--- src/rtl/cb_fifo_mc.sv ---
// Multi-channel credit FIFO: NUM_CH circular queues behind one channel-tagged ingress,
// drained through one egress by a round-robin arbiter that locks its grant while stalled.
module cb_fifo_mc #(
    parameter  int Data_W   = 32,
    parameter  int DEPTH    = 8,
    parameter  int NUM_CH   = 4,
    parameter  int AFULL_TH = 6,
    localparam int LW       = $clog2(DEPTH + 1),
    localparam int CW       = (NUM_CH > 1) ? $clog2(NUM_CH) : 1
) (
    input  logic                 clk,
    input  logic                 rst_n,
    input  logic                 s_valid,
    output logic                 s_ready,
    input  logic [CW-1:0]        s_ch,
    input  logic [Data_W-1:0]    s_data,
    output logic                 m_valid,
    input  logic                 m_ready,
    output logic [CW-1:0]        m_ch,
    output logic [Data_W-1:0]    m_data,
    output logic [NUM_CH*LW-1:0] level,
    output logic [NUM_CH-1:0]    empty,
    output logic [NUM_CH-1:0]    full,
    output logic [NUM_CH-1:0]    afull,
    output logic [NUM_CH*LW-1:0] credits,
    output logic [NUM_CH-1:0]    credit_ret
);

    localparam int PW = (DEPTH > 1) ? $clog2(DEPTH) : 1;

    logic [Data_W-1:0] mem    [NUM_CH][DEPTH];
    logic [PW-1:0]     wr_ptr [NUM_CH];
    logic [PW-1:0]     rd_ptr [NUM_CH];
    logic [LW-1:0]     lvl    [NUM_CH];

    logic [CW-1:0]     rr_ptr;
    logic [CW-1:0]     lock_ch;
    logic [CW-1:0]     gnt;
    logic              locked;
    logic              any_ne;
    logic              ch_ok;
    logic              push;
    logic              pop;
    logic [NUM_CH-1:0] push_vec;
    logic [NUM_CH-1:0] pop_vec;

    function automatic logic [PW-1:0] ptr_inc(input logic [PW-1:0] p);
        return (int'(p) == DEPTH - 1) ? '0 : p + 1'b1;
    endfunction

    // Scan from the highest offset down so the lowest offset from rr_ptr wins.
    always_comb begin
        int idx;
        idx    = 0;
        gnt    = lock_ch;
        any_ne = locked;
        if (!locked) begin
            for (int i = NUM_CH - 1; i >= 0; i--) begin
                idx = int'(rr_ptr) + i;
                if (idx >= NUM_CH) idx = idx - NUM_CH;
                if (lvl[idx] != '0) begin
                    gnt    = CW'(idx);
                    any_ne = 1'b1;
                end
            end
        end
    end

    assign ch_ok = (int'(s_ch) < NUM_CH);

    always_comb begin
        s_ready = 1'b0;
        if (rst_n && ch_ok) s_ready = (lvl[s_ch] != LW'(DEPTH));
    end

    assign m_valid = any_ne;
    assign m_ch    = gnt;
    assign m_data  = mem[gnt][rd_ptr[gnt]];
    assign push    = s_valid && s_ready;
    assign pop     = m_valid && m_ready;

    always_comb begin
        for (int c = 0; c < NUM_CH; c++) begin
            push_vec[c] = push && (int'(s_ch) == c);
            pop_vec[c]  = pop && (int'(gnt) == c);
        end
    end

    always_ff @(posedge clk) begin
        for (int c = 0; c < NUM_CH; c++) begin
            if (push_vec[c]) mem[c][wr_ptr[c]] <= s_data;
        end
    end

    always_ff @(posedge clk or negedge rst_n) begin
        if (!rst_n) begin
            for (int c = 0; c < NUM_CH; c++) begin
                wr_ptr[c] <= '0;
                rd_ptr[c] <= '0;
                lvl[c]    <= '0;
            end
            rr_ptr     <= '0;
            lock_ch    <= '0;
            locked     <= 1'b0;
            credit_ret <= '0;
        end else begin
            for (int c = 0; c < NUM_CH; c++) begin
                if (push_vec[c]) wr_ptr[c] <= ptr_inc(wr_ptr[c]);
                if (pop_vec[c])  rd_ptr[c] <= ptr_inc(rd_ptr[c]);
                if (push_vec[c] && !pop_vec[c])      lvl[c] <= lvl[c] + 1'b1;
                else if (pop_vec[c] && !push_vec[c]) lvl[c] <= lvl[c] - 1'b1;
            end
            credit_ret <= pop_vec;
            // A stalled grant stays frozen so m_ch/m_data cannot change under the sink.
            if (pop) begin
                locked <= 1'b0;
                rr_ptr <= (int'(gnt) == NUM_CH - 1) ? '0 : gnt + 1'b1;
            end else if (m_valid) begin
                locked  <= 1'b1;
                lock_ch <= gnt;
            end
        end
    end

    always_comb begin
        for (int c = 0; c < NUM_CH; c++) begin
            level[c*LW +: LW]   = lvl[c];
            credits[c*LW +: LW] = LW'(DEPTH) - lvl[c];
            empty[c]            = (lvl[c] == '0);
            full[c]             = (lvl[c] == LW'(DEPTH));
            afull[c]            = (lvl[c] >= LW'(AFULL_TH));
        end
    end

    for (genvar c = 0; c < NUM_CH; c++) begin : g_lvl_chk
        assert property (@(posedge clk) disable iff (!rst_n) lvl[c] <= LW'(DEPTH));
    end

endmodule

--- config.mk ---
export PLATFORM = sky130hd
export DESIGN_NAME = cb_fifo_mc
export DESIGN_NICKNAME = d
export VERILOG_FILES = /design/src/rtl/cb_fifo_mc.sv
export SDC_FILE = /design/constraint.sdc
export NUM_CORES = 1
export LEC_CHECK = 0
export CAP_MARGIN = 20
export CORE_MARGIN = 2
export CORE_UTILIZATION = 45
export CTS_BUF_LIST = sky130_fd_sc_hd__clkbuf_16
export DETAILED_ROUTE_END_ITERATION = 6
export GPL_TIMING_DRIVEN = 0
export HOLD_SLACK_MARGIN = 0.02
export PLACE_DENSITY = 0.7
export SYNTH_ARGS = -nofsm -noshare
export SYNTH_HDL_FRONTEND = slang
export SYNTH_SLANG_ARGS = --single-unit
--- constraint.sdc ---
create_clock -name clk -period 8.2 [get_ports clk]
set_input_delay 1.23 -clock clk [delete_from_list [all_inputs] [get_ports clk]]
set_output_delay 1.23 -clock clk [all_outputs]
set_load 0.01 [all_outputs]
-- Word-level counts from Yosys, hierarchy flattened
Memory sizes are Yosys's and may differ from the RTL's.
Cells that the tools add are included.
- register bits after elaboration: 49
- memory bits (writable): 1024
- input port bits: 38
- output and inout port bits: 84
- logic and storage cells: 232
- memories: 1
- memory list (name ; words ; width ; read ports ; clocked after Yosys merged registers in ; write ports ; line ; RTL):
    mem ; 4 ; 256 ; 1 ; 0 ; 1 ; 31 ; logic [Data_W-1:0] mem [NUM_CH][DEPTH];
- add/subtract/negate cells: 28
- magnitude comparators: 23
- equality and inequality tests: 19
- mux-type cells: 84
- bitwise operators: 12
- reductions and logical operators: 49
- operators with widths (operator ; number):
    $mux 256 ; 10
    $reduce_or 256->1 ; 3
    $mux 32 ; 14
    $demux 32 s3 ; 4
    $ge 32x3->1 const B ; 4
    $not 32->32 ; 4
    $bmux 32 s3 ; 1
    $mux 4 ; 18
    $bmux 4 s2 ; 5
    $mux 3 ; 10
    $add 3x1->3 const B ; 8
    $eq 3x1->1 const B ; 8
    $logic_and 1x1->1 ; 22
    $ge 4x4->1 const B ; 5
    $not 3->4 ; 5
    $mux 2 ; 9
    $add 4x1->4 const B ; 4
    $eq 4x4->1 const B ; 4
    $ge 4x3->1 const B ; 4
    $logic_not 4->1 ; 4
    $lt 4x1->1 const B ; 4
    $reduce_bool 4->1 ; 4
    $sub 4x1->4 const B ; 4
    $sub 4x4->4 const A ; 4
    18 further kinds ; 53

-- Logic depth before layout (Yosys ltp)
Gate-level depths: netlist of the first run.
- depth in word-level cells: 22
- gate-level depth with buffers: 20
- mapped depth without buffers: 15

-- Worst setup path before layout of the first run
No wires, ideal clock.
- kind: input port to flip-flop
- start: input s_ch[1]
- end: memory mem[3][160] (netlist name) (enable)
- setup time: 0.513 ns
- arrival: 5.801 ns
- data required time: 7.687 ns
- slack: 1.886 ns
- stages on the path: 5
- buffers on the path: 1
- path through: clkbuf_1 > o311ai_0 > a21boi_0 > nand4_1 > nor4b_1
- cells in the longest elaborated chain, start to end: 14
- elaborated cells between the ends (all ways): 32
- RTL lines (what ; line ; RTL):
    start: declaration ; 15 ; input logic [CW-1:0] s_ch,
    $not 2->3 (implied by the code) (*) ; 73 ; if (rst_n && ch_ok) s_ready = (lvl[s_ch] != LW'(DEPTH));
    $bmux 4 s2 (*) ; 73 ;
    $mux 4 (implied by the code) (*) (2 in series) ; 73 ;
    $ne 4x4->1 (*) ; 73 ;
    $mux 1 (*) ; 73 ;
    net s_ready ; 14 ; output logic s_ready,
    $logic_and 1x1->1 (*) ; 79 ; assign push = s_valid && s_ready;
    $logic_and 1x1->1 ; 84 ; push_vec[c] = push && (int'(s_ch) == c);
    $mux 1 ; 91 ; if (push_vec[c]) mem[c][wr_ptr[c]] <= s_data;
    $mux 256 (implied by the code) ; 91 ;
    $reduce_or 256->1 (no source line) ; -- ;
    $mux 2 (no source line) or $mux 256 (tied branches) (3 in series) ; -- ;
    end: declaration ; 31 ;
Mark *: on every way through the listed nets, which the timed path passes. The rest lies on a longest branch. The select of a mux whose other input is x is not followed.

-- Worst setup path after layout of the first run
- start: register lvl (netlist bit level[14])
- end: output m_data[11]
- cells in the longest elaborated chain, start to end: 17
- elaborated cells between the ends (all ways): 30
- RTL lines (what ; line ; RTL):
    start: declaration ; 34 ; logic [LW-1:0] lvl [NUM_CH];
    start signal: indexed assignment ; 110 ; if (push_vec[c] && !pop_vec[c]) lvl[c] <= lvl[c] + 1'b1;
    start signal: indexed assignment ; 111 ; else if (pop_vec[c] && !push_vec[c]) lvl[c] <= lvl[c] - 1'b1;
    $bmux 4 s2 ; 61 ; if (lvl[idx] != '0) begin
    $mux 4 (implied by the code) (2 in series) ; 61 ;
    $reduce_bool 4->1 ; 61 ;
    $mux 2 (3 in series) ; 61 ;
    $mux 2 (*) ; 61 ;
    $mux 2 (*) ; 57 ; if (!locked) begin
    $not 2->3 (implied by the code) ; 78 ; assign m_data = mem[gnt][rd_ptr[gnt]];
    $bmux 3 s2 ; 78 ;
    $mux 3 (implied by the code) (2 in series) ; 78 ;
    $not 3->4 (implied by the code) ; 78 ;
    $bmux 32 s3 (*) ; 78 ;
    $mux 32 (implied by the code) (*) (2 in series) ; 78 ;
    end: declaration ; 20 ; output logic [Data_W-1:0] m_data,
Every way passes the cells marked *; elsewhere a longest branch is shown, timed or not. The select of a mux whose other input is x is not followed.

==> results.sh, run 1 <==
export IMPL_layout_drive_gt1_share=0.132
export IMPL_post_cts_resized=0
export IMPL_grt_pass1_vias=27164
export IMPL_hold_violations=0
export IMPL_pre_cts_ws_ns=1.06
export IMPL_reg2reg_to="level[15]"
export IMPL_syn_nets=3196
export IMPL_worstSetupPathType="reg2out"
export IMPL_met2RoutedLength_mm=58.4
export IMPL_cpMaxStageDelayCell="a221oi_2"
export IMPL_wl_met3_mm=15.4
export IMPL_core_area_mm2=0.0970
export IMPL_die_w_um=317
export IMPL_slew_headroom=0.239
export IMPL_hold_ws_ns=0.451
export IMPL_ant_nets=0
export IMPL_crit_fanout=10
export IMPL_maxUsedRoutingLayer="met4"
export IMPL_worst_path_buf_inv=6
export IMPL_ys_seq_elements=1073
export IMPL_drv_slew=0
export IMPL_synth_area_mm2=0.0442
export IMPL_htreeDepth=3
export IMPL_num_rows=114
export IMPL_reg2reg_from="level[14]"
export IMPL_ir_drop_v=0.000401
export IMPL_placed_cells=4626
export IMPL_path_clk_slew_ns=0.06
export IMPL_reg2reg_slack_ns=2.45
export IMPL_cpMostUsedCell="buf_2"
export IMPL_max_slew_worst_pin_slew_ns=1.14
export IMPL_cpLargestDelayFamily="buffers and inverters"
export IMPL_cts_tree="done"
export IMPL_min_period_over_period=0.989
export IMPL_avgSynthCellArea_um2=14.2
export IMPL_drt_pre_antenna_iters=7
export IMPL_finish_utilization=0.541
export IMPL_critPathCaptureType="primary output"
export IMPL_cp_required_ns=6.97
export IMPL_ys_types=54
export IMPL_setup_ws_ns=0.0909
export IMPL_first_iter_violations=4458
export IMPL_synth_edf_count=1024
export IMPL_p_total_mw=21.3
export IMPL_initial_core_util=0.456
export IMPL_post_cts_setup_buffers=0
export IMPL_place_area_mm2=0.0487
export IMPL_final_cells=4838
export IMPL_p_per_area_mw_per_mm2=406
export IMPL_dpl_hpwl_mm=88.6
export IMPL_wl_met1_mm=48.0
export IMPL_cp_arrival_ns=6.88
export IMPL_clock_latency_ns=0.68
export IMPL_place_congestion=0.913
export IMPL_reg2reg_depth=19
export IMPL_root_buffer="clkbuf_16"
export IMPL_grt_pass1_wl_mm=183
export IMPL_grt_max_degree=39
export IMPL_clockBufferDepth=3
export IMPL_final_setup_viol_count=0
export IMPL_cts_sinks=1073
export IMPL_fp_dieH_um=317
export IMPL_cts_buffers_inserted=105
export IMPL_synth_flop_cell="edfxtp_1"
export IMPL_synth_async_reset_ratio=0.0457
export IMPL_port_buffers=120
export IMPL_tns_ns=0
export IMPL_violations="design-rule violations"
export IMPL_cap_violations=0
export IMPL_routed_wl_mm=127
export IMPL_avgViaCountPerCell=5.96
export IMPL_p_leak_nw=18.8
export IMPL_postCtsHoldBufs=0
export IMPL_layout_nets=3553
export IMPL_status="finished with violations"
export IMPL_drc=1
export IMPL_fp_dieArea_mm2=0.101
export IMPL_wl_per_cell_um=26.2
export IMPL_diodes=0
export IMPL_startpoint_type="flip-flop"
export IMPL_antenna_found_initial=5
export IMPL_grt_total_usage=0.246
export IMPL_ioPinCount=122
export IMPL_yosysSeqAreaShare=0.723
export IMPL_cp_cell_sequence="buf_2 > nor4_2 > o21ai_0 > mux4_2 > a211o_1 > buf_4 > mux2i_1 > mux2i_4 > buf_2 > buf_2 > buf_1 > a21oi_1 > a221oi_2 > clkdlybuf4s50_1"
export IMPL_ys_warn_count=0
export IMPL_routed_via_count=28817
export IMPL_fin_area_mm2=0.0524
export IMPL_area_growth_pct=18.6
export IMPL_clock_skew_ns=0.0301
export IMPL_period_minus_slack_ns=8.11
export IMPL_fmax_mhz=123
export IMPL_worst_path_largest_cell_delay_ns=0.73
export IMPL_rsz0062_at_grt="no"
export IMPL_syn_inst=3118
export IMPL_overflow=0
export IMPL_hp_class="in2async"
## state kept, by name (all words and copies together), names as in the netlist
register	cells
level	16
rd_ptr	12
mem	1024
locked	1
rr_ptr	2
wr_ptr	12
lock_ch	2
credit_ret	4
## logic make-up (layout without fill, tap and decap cells)
group | count (synthesis) | after routing | synth area share
adder cells (fa/ha/maj) | 40 | 40 | 0.0120
flip-flops | 1073 | 1073 | 0.723
AND/OR/NAND/NOR | 1120 | 1120 | 0.110
buffers and inverters | 231 | 675 | 0.0228
XOR/XNOR | 23 | 23 | 0.00455
multiplexers | 260 | 260 | 0.0601
AO/OA/AOI/OAI | 371 | 371 | 0.0677
## how the worst max path moves through the flow
| stage | slack, ns | depth (start not counted) | endpoint | start |
|---|---|---|---|---|
| 5_1_grt | 0.03 | 13 | m_data[12] | level[12] |
| 3_3_place_gp | -3.70 | 4 | mem[3][162] | rst_n |
| 2_1_floorplan | 1.89 | 5 | mem[3][160] | s_ch[1] |
| 4_1_cts | 0.33 | 14 | m_data[12] | level[14] |
| 6_report | 0.09 | 14 | m_data[11] | level[14] |
| 3_5_place_dp | 1.06 | 14 | m_data[12] | level[14] |
## power breakdown
part / internal (mW) / total, mW / switching (mW)
sequential: 6.18 / 6.38 / 0.192
combinational: 3.54 / 10.1 / 6.56
clock: 2.74 / 4.80 / 2.05
total: 12.5 / 21.3 / 8.80
## cell type report
cell class                 instances  area (um^2)
buffer                           206          916
timing repair buffer             250         3020
clock buffer                     107         2680
multi-input combinational       1814        11400
clock inverter                    87          741
tap                             1276         1600
fill                            7665        44600
sequential                      1073        32000
inverter                          25         93.8
## worst reg2reg max path, stage by stage (launching register included)
cell and delay [ns]:
dfrtp_1 0.40, buf_2 0.18, or4_1 0.57, clkbuf_1 0.20
nor2_1 0.18, o311ai_1 0.16, a2111oi_1 0.56, a2111oi_4 0.17
buf_6 0.21, inv_2 0.26, clkbuf_1 0.74, nand3_1 0.57
ha_1 0.41, inv_1 0.12, ha_1 0.24, a21o_1 0.18
a21oi_1 0.17, xnor2_1 0.13, nor2_1 0.06, xor2_1 0.14
## cells in the final DEF (no fill, tap or decap), types with 36 or more instances in the layout
cell type and instances:
a21oi_1 73, a311oi_1 65, a31oi_1 64, and3_1 160, buf_2 88, buf_6 62, clkbuf_1 98, clkbuf_16 111
clkdlybuf4s50_1 119, dfrtp_1 49, edfxtp_1 1024, ha_1 36, inv_1 47, mux2i_1 235, nand2_1 825, nand3_1 39
## cells in the mapped netlist, drive strengths merged (2+ instances only)
| master | number | share of area |
|---|---|---|
| nor3 | 21 | 0.0024 |
| dfrtp | 49 | 0.028 |
| a31oi | 64 | 0.0091 |
| mux2 | 23 | 0.0059 |
| edfxtp | 1024 | 0.70 |
| o211ai | 32 | 0.0054 |
| and3b | 3 | 0.00059 |
| a311o | 32 | 0.0072 |
| mux2i | 236 | 0.054 |
| a21o | 9 | 0.0015 |
| a221oi | 32 | 0.011 |
| a311oi | 65 | 0.013 |
| o21a | 2 | 0.00034 |
| o21ai | 17 | 0.0019 |
| a32o | 32 | 0.0072 |
| fa | 4 | 0.0018 |
| a21oi | 73 | 0.0083 |
| ha | 36 | 0.010 |
| o311ai | 3 | 0.00059 |
| nand2b | 8 | 0.0011 |
| nor2 | 26 | 0.0022 |
| nor3b | 17 | 0.0029 |
| buf | 108 | 0.012 |
| nand2 | 825 | 0.070 |
| inv | 25 | 0.0021 |
| nand3 | 39 | 0.0044 |
| or3 | 5 | 0.00071 |
| and3 | 160 | 0.023 |
| or4 | 6 | 0.0010 |
| a2111oi | 3 | 0.0011 |
| xnor2 | 18 | 0.0036 |
| clkbuf | 98 | 0.0083 |
| xor2 | 5 | 0.00099 |
| nor4b | 2 | 0.00040 |
| nor4 | 5 | 0.00099 |
## layer usage
metal,vias to the layer above,GRT usage
met4,0,0.101
met3,256,0.0498
met5,-,0
met1,14343,0.338
met2,1790,0.386
li1,12428,-
Note: power is estimated with default switching activity, not from simulation.
==> run 2: changes to the inputs <==
- CORE_UTILIZATION: 45 -> 40
- PLACE_DENSITY: 0.7 -> 0.65
==> results.sh, run 2 (synthesis gave the netlist of run 1 again) <==
export IMPL_fp_dieH_um=337
export IMPL_cp_required_ns=6.97
export IMPL_crit_fanout=10
export IMPL_startpoint_type="flip-flop"
export IMPL_path_clk_slew_ns=0.06
export IMPL_rsz0062_at_grt="no"
export IMPL_maxUsedRoutingLayer="met5"
export IMPL_ioPinCount=122
export IMPL_wl_met1_mm=51.8
export IMPL_drv_slew=0
export IMPL_place_congestion=0.888
export IMPL_hold_violations=0
export IMPL_layout_nets=3559
export IMPL_slew_headroom=0.268
export IMPL_grt_max_degree=39
export IMPL_status="finished, final reports clean"
export IMPL_overflow=0
export IMPL_ant_nets=0
export IMPL_wl_per_cell_um=26.0
export IMPL_seq_area_mm2=0.0320
export IMPL_pre_cts_ws_ns=0.991
export IMPL_met2RoutedLength_mm=60.6
export IMPL_place_area_mm2=0.0490
export IMPL_post_cts_setup_buffers=0
export IMPL_cp_arrival_ns=6.79
export IMPL_ir_drop_v=0.000320
export IMPL_area_growth_pct=19.3
export IMPL_final_common_cell="edfxtp_1"
export IMPL_clock_skew_ns=0.0401
export IMPL_cap_violations=0
export IMPL_mostFrequentLayoutCells="1024 x edfxtp_1, 825 x nand2_1, 235 x mux2i_1"
export IMPL_setup_ws_ns=0.177
export IMPL_initial_core_util=0.405
export IMPL_n_fill_cell=9380
export IMPL_p_total_mw=21.4
export IMPL_drc=0
export IMPL_p_per_area_mw_per_mm2=406
export IMPL_die_w_um=337
export IMPL_period_minus_slack_ns=8.02
export IMPL_routed_wl_mm=131
export IMPL_final_setup_viol_count=0
export IMPL_routed_via_count=28615
export IMPL_fin_area_mm2=0.0527
export IMPL_fp_dieArea_mm2=0.113
export IMPL_cts_sinks=1073
export IMPL_clockBufferDepth=3
export IMPL_p_leak_nw=18.8
export IMPL_clock_latency_ns=0.70
export IMPL_antenna_found_initial=3
export IMPL_grt_total_usage=0.229
export IMPL_max_slew_worst_pin_slew_ns=1.10
export IMPL_grt_pass1_vias=27272
export IMPL_num_rows=121
export IMPL_avgViaCountPerCell=5.67
export IMPL_worstSetupPathType="reg2out"
export IMPL_first_iter_violations=3792
export IMPL_critPathCaptureType="primary output"
export IMPL_finish_utilization=0.483
export IMPL_layout_drive_gt1_share=0.134
export IMPL_hp_class="in2async"
export IMPL_htreeDepth=3
export IMPL_fmax_mhz=125
export IMPL_largest_reg_flops=1024
export IMPL_dpl_hpwl_mm=91.9
export IMPL_cts_tree="done"
export IMPL_port_buffers=120
export IMPL_core_area_mm2=0.109
export IMPL_drt_pre_antenna_iters=7
export IMPL_wl_met3_mm=13.4
export IMPL_grt_pass1_wl_mm=187
export IMPL_min_period_over_period=0.978
export IMPL_multi_input_area_mm2=0.0114
export IMPL_root_buffer="clkbuf_16"
export IMPL_cts_buffers_inserted=107
run 2: where the power goes:
group          internal (mW)  switching (mW)
logic                   3.57            6.69
clock network           2.67            2.09
registers               6.18           0.190
run 2: final timing paths:
kind / slack, ns / to / from / cells after the start
min reg2reg: 0.53 / lock_ch[0] / lock_ch[0] / 1
min in group clk: 0.53 / lock_ch[0] / lock_ch[0] / 1
max in group asynchronous: 7.21 / level[2] / rst_n / 2
max reg2reg: 2.42 / level[11] / level[14] / 19
max: 0.18 / m_data[10] / level[14] / 13
min: 0.45 / level[6] / rst_n / 1
run 2: timing repair:
action	4_1_cts	5_1_grt
setup endpoints to repair	0	1
resized for setup	0	4
hold buffers	0	0
run 2: cell type report:
type | instances | area share
sequential | 1073 | 0.606
multi-input combinational | 1814 | 0.217
timing repair buffer | 254 | 0.0584
clock buffer | 108 | 0.0512
tap | 1476 | 0.0350
buffer | 206 | 0.0174
clock inverter | 86 | 0.0132
inverter | 25 | 0.00178
antenna | 1 | 0.0000474
run 2: layer usage:
layer | vias to the layer above | track usage
met5 | - | 0
met4 | 4 | 0.0865
met3 | 252 | 0.0416
met2 | 1643 | 0.365
met1 | 14280 | 0.312
li1 | 12436 | -
run 2: worst max-delay path, cell delays in order (launching register included):
cell and delay, ns:
dfrtp_1 0.40, buf_2 0.18, nor4_2 0.65, o21ai_0 0.19, mux4_2 0.48, a211o_1 0.30
buf_4 0.21, mux2i_1 0.18, mux2i_4 0.61, buf_2 0.55, clkbuf_1 0.62, a21oi_1 0.18
a221oi_2 0.82, clkdlybuf4s50_1 0.69
run 2: stage by stage:
stage          instances  setup TNS [ns]  hold WS, ns
2_1_floorplan       3118               0        0.481
3_3_place_gp        4714        -1927.74        0.514
3_5_place_dp        4833               0        0.513
4_1_cts             5027               0        0.433
5_1_grt             5042               0        0.442
6_report            5043               0        0.445
